[src/rtl/fir_sm_rdbuf.sv]
// Read-side buffer for the FIR engine's Yn stream. Samples arriving on the
// sm_* AXI-Stream port are queued in a small FIFO and handed to the CPU via
// Wishbone reads of Y_DATA, alongside a STATUS register and a write-only
// CTRL register (flush / clear).
module fir_sm_rdbuf #(
  parameter int pDATA_WIDTH = 32,
  parameter int pDEPTH_LOG2 = 4
) (
  input  logic                   wb_clk_i,
  input  logic                   wb_rst_i,
  input  logic                   wbs_stb_i,
  input  logic                   wbs_cyc_i,
  input  logic                   wbs_we_i,
  input  logic [3:0]             wbs_sel_i,
  input  logic [31:0]            wbs_adr_i,
  input  logic [31:0]            wbs_dat_i,
  output logic                   wbs_ack_o,
  output logic [31:0]            wbs_dat_o,
  input  logic                   sm_tvalid,
  input  logic [pDATA_WIDTH-1:0] sm_tdata,
  input  logic                   sm_tlast,
  output logic                   sm_tready,
  output logic                   frame_done_o
);

  localparam int DEPTH = 1 << pDEPTH_LOG2;
  localparam int PW    = pDEPTH_LOG2;
  localparam int CW    = pDEPTH_LOG2 + 1;

  localparam logic [31:0] ADR_Y_DATA = 32'h3000_0080;
  localparam logic [31:0] ADR_STATUS = 32'h3000_0084;
  localparam logic [31:0] ADR_CTRL   = 32'h3000_0088;

  // Registered state
  logic                 ack_q, ack_d;
  logic [31:0]          dat_q, dat_d;
  logic [PW-1:0]        rd_ptr_q, rd_ptr_d;
  logic [PW-1:0]        wr_ptr_q, wr_ptr_d;
  logic [CW-1:0]        count_q, count_d;
  logic                 last_seen_q, last_seen_d;
  logic                 underflow_q, underflow_d;
  logic [15:0]          pushed_q, pushed_d;

  // Entry layout: {tlast, tdata}
  logic [pDATA_WIDTH:0] fifo_mem [DEPTH];
  logic [pDATA_WIDTH:0] head_entry;

  // Decode / status
  logic        req, hit_y, hit_s, hit_c;
  logic        empty, full, head_last;
  logic        flush_now, clear_now, push, pop, underrun;
  logic [31:0] status_word;

  // Byte selects and the unused CTRL bits carry no meaning here.
  logic unused_ok;
  assign unused_ok = ^{wbs_sel_i, wbs_dat_i[31:2]};

  assign req   = wbs_cyc_i & wbs_stb_i & ~ack_q;
  assign hit_y = (wbs_adr_i == ADR_Y_DATA);
  assign hit_s = (wbs_adr_i == ADR_STATUS);
  assign hit_c = (wbs_adr_i == ADR_CTRL);

  assign empty      = (count_q == '0);
  assign full       = (count_q == CW'(DEPTH));
  assign head_entry = fifo_mem[rd_ptr_q];
  assign head_last  = ~empty & head_entry[pDATA_WIDTH];

  assign flush_now = req & wbs_we_i & hit_c & wbs_dat_i[0];
  assign clear_now = req & wbs_we_i & hit_c & wbs_dat_i[1];

  // Ready depends on current occupancy only; a same-cycle pop does not free
  // a slot, and a flush cycle refuses data so nothing is dropped silently.
  assign sm_tready = ~full & ~flush_now;
  assign push      = sm_tvalid & sm_tready;
  assign pop       = req & ~wbs_we_i & hit_y & ~empty;
  assign underrun  = req & ~wbs_we_i & hit_y & empty;

  assign status_word = {pushed_q, 8'(count_q), 3'b000,
                        head_last, underflow_q, last_seen_q, full, empty};

  assign wbs_ack_o    = ack_q;
  assign wbs_dat_o    = dat_q;
  assign frame_done_o = last_seen_q;

  // Next-state: bus response, pointer/count update, sticky flags
  always_comb begin
    // NOTE: every output of this block gets a default first so no path
    // leaves a variable unassigned, which would infer a latch.
    ack_d       = req & (hit_y | hit_s | hit_c);
    dat_d       = dat_q;
    rd_ptr_d    = rd_ptr_q;
    wr_ptr_d    = wr_ptr_q;
    count_d     = count_q;
    last_seen_d = last_seen_q;
    underflow_d = underflow_q;
    pushed_d    = pushed_q;

    if (req & ~wbs_we_i) begin
      if (hit_y)      dat_d = empty ? '0 : 32'(head_entry[pDATA_WIDTH-1:0]);
      else if (hit_s) dat_d = status_word;
      else if (hit_c) dat_d = '0;
    end

    if (pop)      rd_ptr_d = rd_ptr_q + PW'(1);
    if (push)     wr_ptr_d = wr_ptr_q + PW'(1);
    if (push & ~pop) count_d = count_q + CW'(1);
    if (pop & ~push) count_d = count_q - CW'(1);
    if (flush_now) begin
      rd_ptr_d = '0;
      wr_ptr_d = '0;
      count_d  = '0;
    end

    if (underrun) underflow_d = 1'b1;
    if (push) begin
      pushed_d = pushed_q + 16'd1;
      if (sm_tlast) last_seen_d = 1'b1;
    end
    // A clear beats a coincident tlast push.
    if (clear_now) begin
      last_seen_d = 1'b0;
      underflow_d = 1'b0;
      pushed_d    = '0;
    end
  end

  // State registers
  always_ff @(posedge wb_clk_i or posedge wb_rst_i) begin
    // NOTE: non-blocking assignments keep every flop sampling pre-edge values.
    if (wb_rst_i) begin
      ack_q       <= 1'b0;
      dat_q       <= '0;
      rd_ptr_q    <= '0;
      wr_ptr_q    <= '0;
      count_q     <= '0;
      last_seen_q <= 1'b0;
      underflow_q <= 1'b0;
      pushed_q    <= '0;
    end else begin
      ack_q       <= ack_d;
      dat_q       <= dat_d;
      rd_ptr_q    <= rd_ptr_d;
      wr_ptr_q    <= wr_ptr_d;
      count_q     <= count_d;
      last_seen_q <= last_seen_d;
      underflow_q <= underflow_d;
      pushed_q    <= pushed_d;
    end
  end

  // Sample storage
  always_ff @(posedge wb_clk_i) begin
    // NOTE: the storage array has no reset; an entry is only ever read
    // after it has been written, as guarded by count.
    if (push) fifo_mem[wr_ptr_q] <= {sm_tlast, sm_tdata};
  end

endmodule

[config.mk]
export PLATFORM = sky130hd
export DESIGN_NAME = fir_sm_rdbuf
export DESIGN_NICKNAME = d
export VERILOG_FILES = /design/src/rtl/fir_sm_rdbuf.sv
export SDC_FILE = /design/constraint.sdc
export NUM_CORES = 1
export LEC_CHECK = 0
export CORE_MARGIN = 5
export CORE_UTILIZATION = 65
export CTS_BUF_LIST = sky130_fd_sc_hd__clkbuf_8
export CTS_CLUSTER_DIAMETER = 150
export CTS_CLUSTER_SIZE = 24
export DETAILED_ROUTE_END_ITERATION = 6
export PLACE_DENSITY = 0.86
export SYNTH_ARGS = -nofsm -noshare
export SYNTH_HDL_FRONTEND = slang
export SYNTH_SLANG_ARGS = --single-unit
[constraint.sdc]
create_clock -name wb_clk_i -period 8.2 [get_ports wb_clk_i]
set_input_delay 1.64 -clock wb_clk_i [delete_from_list [all_inputs] [get_ports wb_clk_i]]
set_output_delay 1.64 -clock wb_clk_i [all_outputs]
set_load 0.01 [all_outputs]
# --- Word level (Yosys, flattened, before mapping) ---
# Memories as Yosys holds them, arrays and structs flattened.
# Cells that the tools add are included.
totals:
  reg_bits: 64
  latch_bits: 0
  mem_bits_rw: 528
  rom_bits: 0
  inputBits: 107
  out_inout_bits: 35
  mem_count: 1
classes:
  n_addsub: 5
  n_mul: 0
  div_mod_pow: 0
  order_cmp: 0
  n_eq_ne: 4
  n_shift: 0
  n_mux: 20
  bitwise: 25
  n_reduce_logical: 10
mem_list:
  columns: ["name", "words", "width", "read_ports", "rd_ports_with_merged_regs", "write_ports", "line", "rtl"]
  rows:
  - ["fifo_mem", 16, 33, 1, 0, 1, "45", "logic [pDATA_WIDTH:0] fifo_mem [DEPTH];"]
op_table:
  columns: ["op", "count"]
  rows:
  - ["$mux 32", 4]
  - ["$eq 32x30->1 const B", 3]
  - ["$mux 16", 2]
  - ["$add 16x1->16 const B", 1]
  - ["$and 1x1->1", 16]
  - ["$mux 4", 4]
  - ["$mux 5", 3]
  - ["$reduce_bool 2->1", 5]
  - ["$add 4x1->4 const B", 2]
  - ["$mux 1", 7]
  - ["$not 1->1", 7]
  - ["$reduce_bool 3->1", 2]
  - ["$add 5x1->5 const B", 1]
  - ["$eq 5x5->1 const B", 1]
  - ["$logic_not 5->1", 1]
  - ["$sub 5x1->5 const B", 1]
  - ["$reduce_and 2->1", 2]
  - ["$or 1x1->1", 2]

# --- Logic depth before layout (Yosys ltp) ---
# Gate-level depths: netlist of run 1.
logic_depth:
  word_depth: 12
  depth_mapped: 11
  depth_no_buf: 10

# --- Least setup slack after synthesis of run 1 ---
# No wires, ideal clock.
synth_path:
  path_kind: "input -> output"
  from: "input port wbs_adr_i[20]"
  to: "output port sm_tready"
  arrival_ns: 2.901
  path_slack_ns: 3.659
  stages: 5
  n_path_buf: 1
  path_cell_list: "nor4b_2 > nand4_4 > nor3_1 > clkbuf_1 > a21oi_1"
synth_via:
  elab_chain_len: 5
synth_rtl:
  columns: ["item", "line", "rtl"]
  rows:
  - ["from (decl)", "15", "input logic [31:0] wbs_adr_i,"]
  - ["$eq 32x30->1", "61", "assign hit_c = (wbs_adr_i == ADR_CTRL);"]
  - ["$and 1x1->1 (2 in series)", "68", "assign flush_now = req & wbs_we_i & hit_c & wbs_dat_i[0];"]
  - ["$not 1->1", "73", "assign sm_tready = ~full & ~flush_now;"]
  - ["$and 1x1->1", "73", null]
  - ["to (decl)", "22", "output logic sm_tready,"]
# No other way between the ends.

# --- Final worst setup path of run 1 ---
layout_path:
  from: "input port wbs_adr_i[5]"
  to: "output port sm_tready"
# Same word-level chain as after synthesis.

==> metrics, run 1 <==
Area growth syn-to-layout 9.067%; largest area contributor in the synthesized netlist edfxtp_1; P_int 4110 µW; first-pass GRT wire length 78580 µm; Cell Area, Synth 0.02343 mm²; Place WS 2.772 ns; Net Switching between 1000 and 1500 µW; critical path class in2out; I/O Pins 142; starting density of the core 0.6588; Final Hold Fails 0; Antenna Cells 0; number of flops mapped to enable cells by yosys 528; P_leak 0.008126 µW; Crit path required time 6.56 ns; clock tree buffer depth 3; Primary FF master, synth edfxtp_1; syn nets 1315; setup bufs post-CTS 0; CTS tree built; DRC 0; cell with the most instances after synthesis edfxtp_1; worst hold path type reg2reg; hold_ws 0.5366 ns; Die Width 199.9 µm; final cycle utilization of the critical path 0.6630; final setup TNS 0 ns; Slew Viols, Final 0; Synth top area share 0.6767; fmax 0.1839 GHz; post_cts resized 0; drt pass-1 iters 5; Setup Skew 0.04373 ns; CP Capture Type output pin; crit path max fanout 13; share of layout cells above drive strength 1 0.1648; routability cong. 0.8663; die area 0.03995 mm²; CP Launch Type input pin; Vias/cell 6.947; actual slew at the worst max-slew pin 1.054 ns; fraction of registers with async set/reset 0.1081; Power Density 212.6 mW/mm²; clk sinks 592; vias in the first global route 12340; Vias approximately 12000; sequential cell area fraction in the yosys report 0.7450; largest cells by area after synthesis edfxtp_1 (68%), mux4_2 (12%), dfrtp_1 (6.8%); sw frac 0.2437; CTS H-Tree Depth 1; PnR worst setup slack 2.764 ns; CP arrival 3.80 ns; # nets final around 1400; wire length per cell 29.90 µm; Post-synth top cells edfxtp_1 (528), mux4_2 (120), nand2_1 (80); outcome completed; unrepaired setup endpoints after global routing false; grt total ovfl 0; fill count 2030; Max Cap Viol 0; DRT antenna net count 0; Slew Limit Headroom 0.2976; root buffer cell clkbuf_8; largest net degree at the start of global routing 138; Hold-fix buffers, CTS 0; VDD IR-drop max 0.1525 mV; FF+latch count, synth 592; gr usage total 0.2689; clock slew at reported path FFs 0.15 ns; Die Ht 199.9 µm; clk_lat worst skew 0.65 ns; Synth cell types 59; core box area approximately 0.036 mm²; synthesized area per cell 19.53 µm²; Clock power frac 0.213; placed cell area 0.02507 mm²; Final Cell Area 0.02556 mm²; Ys Warns 0; Core Rows 69; Combinational Power Share 0.106; final setup vio count 0; PnR Total Power between 5000 and 6000 µW; Reg power frac 0.681; Post-Route WL around 53000 µm; fin crit period 5.436 ns; Port-buffer cells between 100 and 150; Starting DRT DRC Count 1692; number of buffers created by CTS 28; Detail Placement HPWL 30980 µm; Cells after Synth 1200; initial antenna violation count 0
worst max-delay path, stage by stage:
cell and delay (ns):
clkdlybuf4s50_1 0.45, nor4b_4 0.39, nand4_4 0.23, nor3_1 0.24, buf_4 0.24, a21oi_1 0.08
clkdlybuf4s50_1 0.52
cells in the final DEF, fill, tap and decap left out, types with 3 or more instances in the layout:
cell and n:
edfxtp_1 528, mux4_2 120, clkdlybuf4s50_1 107, nand2_1 80
mux2i_1 62, dfrtp_1 61, a22oi_1 38, a221oi_1 30
clkbuf_8 29, inv_1 28, nor2_1 25, buf_4 25
o21ai_0 23, xnor2_1 12, and2_2 12, a21oi_1 9
or4_1 8, ha_1 8, nor3_1 7, nor4_1 7
a22o_1 7, nor3b_1 6, o211ai_1 6, and3_1 5
nand3_1 4, and2_1 4, xor2_1 4, and4_2 4
nor4_2 3, nor4_4 3, nor4b_1 3, nand4_1 3
final cells by class:
cell class | instances | area [µm²] | area share
clock buffer | 29 | 399.1 | 0.01562
clock inverter | 23 | 91.34 | 0.003574
inverter | 8 | 30.03 | 0.001175
multi-input combinational | 532 | 5714 | 0.2236
sequential | 592 | 17470 | 0.6834
tap | 461 | 576.8 | 0.02257
timing repair buffer | 133 | 1279 | 0.05004
stage by stage:
stage,std cells,utilization
6_report,1778,0.7185
5_1_grt,1778,0.7185
3_3_place_gp,1726,0.7047
3_5_place_dp,1726,0.7047
4_1_cts,1778,0.7185
2_1_floorplan,1200,-
power groups by stage:
| stage | sequential, µW | combinational (µW) | clock (µW) |
|---|---|---|---|
| 2_1_floorplan | 3710 | 330 | 0 |
| 3_3_place_gp | 3740 | 547 | 0 |
| 3_5_place_dp | 3760 | 570 | 0 |
| 4_1_cts | 3700 | 573 | 1170 |
| 5_1_grt | 3720 | 611 | 1290 |
| 6_report | 3700 | 577 | 1160 |
metal layers:
layer  wire [µm]  global-route usage
met1       19220              0.3841
met2       26660              0.4485
met3        5668             0.03927
met4        1605             0.07572
met5           0                   0
logic make-up (layout without fill, tap and decap cells):
| family | Yosys count | after routing | synth area share |
|---|---|---|---|
| mux | 184 | 184 | 0.1428 |
| compound gates | 131 | 131 | 0.04154 |
| xor+xnor | 16 | 16 | 0.005980 |
| fa+ha+maj | 8 | 8 | 0.004272 |
| simple gates | 193 | 193 | 0.04763 |
| flops | 592 | 592 | 0.7450 |
| buf+inv | 76 | 193 | 0.01276 |
sequential cells by signal (all words and copies together) (netlist names):
name,flops
rd_ptr_q,4
count_q,5
wbs_dat_o,32
fifo_mem,528
pushed_q,16
frame_done_o,1
wbs_ack_o,1
underflow_q,1
wr_ptr_q,4
final timing paths:
path                                   start               to  slack (ns)  depth (start not counted)
max in group asynchronous           wb_rst_i      rd_ptr_q[1]        5.92                          3
worst min register to register   pushed_q[8]    wbs_dat_o[24]        0.54                          2
min in group asynchronous           wb_rst_i    wbs_dat_o[21]        1.54                          3
worst max-delay path            wbs_adr_i[5]        sm_tready        2.76                          7
worst min-delay path             pushed_q[8]    wbs_dat_o[24]        0.54                          2
worst max register to register    count_q[1]  fifo_mem[3][10]        4.23                          6
Note: power is estimated with default switching activity, not from simulation.
==> run 2: changes to the inputs <==
Settings changed: CORE_UTILIZATION 65 to 56, PLACE_DENSITY 0.86 to 0.79.
Clock period 8.2 ns to 5 ns, I/O delays scaled along.
==> metrics, run 2 (same netlist as run 1, synthesis figures left out) <==
outcome completed; clk_lat worst skew 0.67 ns; fill count 2841; Vias between 10000 and 15000; fmax 0.2530 GHz; initial antenna violation count 5; most frequent cells in the layout edfxtp_1 (528), mux4_2 (120), clkdlybuf4s50_1 (107); number of buffers created by CTS 28; most common cell after layout, fill and taps aside edfxtp_1; Hold-fix buffers, CTS 0; I/O Pins 142; DRT antenna net count 0; critical-path cell list clkdlybuf4s50_1 -> and3_1 -> nand3_1 -> nor3_1 -> a21oi_1 -> clkdlybuf4s50_1; placed cells 1814; max FFs per register 528; VDD IR-drop max around 0.21 mV; vias in the first global route 12110; CP Capture Type output pin; final setup vio count 0; starting density of the core 0.5624; Detail Placement HPWL around 30000 µm; Finished Layout Cells approximately 1900; Reg with most FFs fifo_mem; CTS tree built; CP most frequent cell clkdlybuf4s50_1; Vias/cell 6.477; Post-Route WL 50850 µm; final setup TNS 0 ns; crit path max fanout 9; DRC 0; P_leak 0.008199 µW; fin crit period 3.953 ns; core box area approximately 0.042 mm²; routability cong. 0.8379; share of layout cells above drive strength 1 0.1711; Slew Viols, Final 0; critical path class in2out; PnR worst setup slack 1.047 ns; actual slew at the worst max-slew pin between 0.9 and 1 ns; Port-buffer cells 107; Die Width 214.6 µm; setup bufs post-CTS 0; first-pass GRT wire length 76790 µm; grt total ovfl 0; CP arrival between 2 and 3 ns; drt pass-1 iters 5; CP Launch Type input pin; die area 0.04603 mm²; Core Rows 75; post_cts resized 0; clock tree buffer depth 3; placed cell area 0.02534 mm²; Final Hold Fails 0; unrepaired setup endpoints after global routing false; gr usage total 0.2201; final cycle utilization of the critical path 0.7906; Crit path required time 4.00 ns; Final Cell Area approximately 0.026 mm²; Max Cap Viol 0; Setup Skew 0.03416 ns; Power Density 344.9 mW/mm²; clock slew at reported path FFs around 0.16 ns; largest net degree at the start of global routing 59; Crit path buffers/inverters 2; Area growth syn-to-layout 10.26%; slowest CP cell clkdlybuf4s50_1; Starting DRT DRC Count roughly 1500; root buffer cell clkbuf_8; wire length per cell ~27 µm; CTS H-Tree Depth 1; Slew Limit Headroom 0.3547; cell family with most CP delay buffers and inverters; # nets final between 1000 and 1500; CP peak stage delay 0.65 ns; worst hold path type reg2reg; clk sinks 592; Place WS 0.9077 ns; Die Ht 214.6 µm
[run 2: changes by cell type in the layout (fill, tap and decap cells not counted), sizes merged]
cell / previous run / this run
diode: 0 / 3
buf: 26 / 36
[run 2: area by class of cell]
cell class | count | area (µm²) | area share
well taps | 539 | 674.4 | 0.02610
clock buffers | 29 | 399.1 | 0.01545
repair buffers | 143 | 1454 | 0.05627
diodes | 3 | 7.507 | 0.0002906
clock inverters | 23 | 91.34 | 0.003535
flip-flops and latches | 592 | 17470 | 0.6760
multi-input cells | 532 | 5714 | 0.2212
inverters | 8 | 30.03 | 0.001162
[run 2: routing by layer]
| metal | track usage | vias to the layer above | wire length [µm] |
|---|---|---|---|
| met1 | 0.3124 | 6268 | 19790 |
| met5 | 0 | - | 21 |
| met4 | 0.06356 | 4 | 1221 |
| met3 | 0.03995 | 88 | 4696 |
| li1 | - | 5119 | - |
| met2 | 0.3586 | 626 | 25120 |
[run 2: final timing paths]
| path | start | to | slack [ns] | cells after the start |
|---|---|---|---|---|
| setup / recovery | wbs_adr_i[3] | sm_tready | 1.05 | 6 |
| hold / removal | wbs_dat_o[28] | wbs_dat_o[28] | 0.50 | 2 |
| setup reg to reg | count_q[0] | count_q[4] | 1.82 | 11 |
| hold reg to reg | wbs_dat_o[28] | wbs_dat_o[28] | 0.50 | 2 |
| max in group asynchronous | wb_rst_i | wbs_dat_o[16] | 3.23 | 3 |
| min in group asynchronous | wb_rst_i | wbs_dat_o[19] | 0.84 | 2 |
[run 2: metrics by stage]
stage / total power [µW] / utilization / hold WS [ns]
after floorplan: 6622 / - / 0.4670
after global placement: 7052 / 0.6081 / 0.4695
after detailed placement: 7121 / 0.6081 / 0.4753
after CTS: 8955 / 0.6199 / 0.5086
after global routing: 9246 / 0.6200 / 0.5406
final: 8910 / 0.6201 / 0.5034
[run 2: where the power goes]
| part | internal [µW] | leakage [µW] | switching (µW) |
|---|---|---|---|
| registers | 5870 | 0.00562 | 184 |
| clock network | 552 | 0.000330 | 1350 |
| logic | 339 | 0.00225 | 613 |
[run 2: worst min-delay path: cells and delay by family (launching register included)]
kind	cells	cell delay [ns]
DFF	1	0.38
and+or+nand+nor	1	0.05
AOI/OAI and AO/OA	1	0.06
==> run 3: changes to the inputs <==
Settings changed: CORE_UTILIZATION 56 to 61, PLACE_DENSITY 0.79 to 0.82.
Clock period 5 ns to 3.8 ns, I/O delays scaled along.
==> metrics, run 3 (same netlist as run 1, synthesis figures left out) <==
outcome completed; VDD IR-drop max 0.2964 mV; CP arrival 2.67 ns; first-pass GRT wire length a little under 80000 µm; most common cell after layout, fill and taps aside edfxtp_1; clock tree buffer depth 3; vias in the first global route 12490; Net Switching 2858 µW; unrepaired setup endpoints after global routing false; Core Rows 71; slowest CP cell clkdlybuf4s50_1; die area 0.04243 mm²; clock slew at reported path FFs 0.13 ns; M1 WL approximately 20000 µm; Place WS 0.1250 ns; Vias/cell approximately 6.6; Vias between 10000 and 15000; gr usage total 0.2508; Combinational Power Share 0.109; Port-buffer cells between 100 and 150; I/O Pins between 100 and 150; Final Hold Fails 0; P_int 8912 µW; Die Width 206.0 µm; Crit path required time 3.04 ns; hold_ws 0.4783 ns; Area growth syn-to-layout 11.01%; core box area 0.03776 mm²; routability cong. 0.8794; clk_lat worst skew 0.66 ns; Slew Viols, Final 0; Detail Placement HPWL 32100 µm; Hold-fix buffers, CTS 0; initial antenna violation count 5; PnR worst setup slack 0.3668 ns; Starting DRT DRC Count 1437; most frequent cells in the layout edfxtp_1 (528), mux4_2 (120), clkdlybuf4s50_1 (107); Power Density between 400 and 500 mW/mm²; share of layout cells above drive strength 1 0.1870; CP Launch Type input pin; Clock power frac 0.212; DRC 0; wire length per cell 28.16 µm; Max Cap Viol 0; final cycle utilization of the critical path 0.9035; sw frac 0.2428; critical-path cell list clkdlybuf4s50_1 -> nor4b_4 -> nand4_4 -> nor3_1 -> a21oi_1 -> clkdlybuf4s50_1; # nets final 1446; clk sinks 592; root buffer cell clkbuf_8; Post-Route WL 52520 µm; final setup vio count 0; CP Capture Type output pin; Slew Limit Headroom 0.3971; crit path max fanout 8; largest net degree at the start of global routing 65; drt pass-1 iters 6; post_cts resized 0; met2 routed WL 25480 µm; fin crit period 3.433 ns; CP peak stage delay 0.50 ns; starting density of the core 0.6206; fmax roughly 0.29 GHz; Reg power frac 0.678; R2R depth 11; setup bufs post-CTS 0; CP most frequent cell clkdlybuf4s50_1; Max Used Layer met5; actual slew at the worst max-slew pin ~0.90 ns; Die Ht 206.0 µm; Reg with most FFs fifo_mem; CTS tree built; worst hold path type in2async; met3 wire len between 5000 and 6000 µm; PnR Total Power 11770 µW; max FFs per register 528; final setup TNS 0 ns; CTS H-Tree Depth 1; P_leak roughly 0.0083 µW; DRT antenna net count 0; grt total ovfl 0; critical path class in2out; Setup Skew 0.02870 ns; number of buffers created by CTS 28
run 3: critical path: cells and delay by family:
kind                   cells  cell delay [ns]
AOI/OAI and AO/OA          1             0.08
buffers and inverters      2             0.94
and+or+nand+nor            3             0.89
run 3: per-layer routing:
layer | GRT usage | up-vias
met5 | 0 | -
met1 | 0.3590 | 6371
met2 | 0.4070 | 735
met4 | 0.07795 | 6
met3 | 0.04127 | 108
li1 | - | 5163
run 3: per-stage QoR:
stage,utilization,std cells,area [µm²]
3_5_place_dp,0.6759,1812,25520
3_3_place_gp,0.6759,1812,25520
4_1_cts,0.6889,1864,26010
6_report,0.6889,1865,26010
2_1_floorplan,-,1200,23430
5_1_grt,0.6889,1865,26010
run 3: final timing paths:
check	from	endpoint	slack, ns
max reg2reg	count_q[0]	count_q[4]	0.68
min	wb_rst_i	wbs_dat_o[21]	0.48
min reg2reg	wbs_dat_o[28]	wbs_dat_o[28]	0.50
max	wbs_adr_i[5]	sm_tready	0.37
max in group asynchronous	wb_rst_i	rd_ptr_q[1]	2.96
min in group wb_clk_i	wbs_dat_o[28]	wbs_dat_o[28]	0.50
run 3: layout make-up:
cell class	count	area, µm²
antenna	1	2.502
fill	2264	11740
tap	511	639.4
timing repair buffer	169	1674
multi-input combinational	532	5709
sequential	592	17470
inverter	8	30.03
clock buffer	29	399.1
clock inverter	23	91.34
run 3: power by group through the flow:
stage          clock network, µW  registers (µW)  logic, µW
2_1_floorplan                  0            8000        713
3_3_place_gp                   0            8070       1220
3_5_place_dp                   0            8130       1280
4_1_cts                     2540            7980       1280
5_1_grt                     2810            8030       1360
6_report                    2500            7980       1280
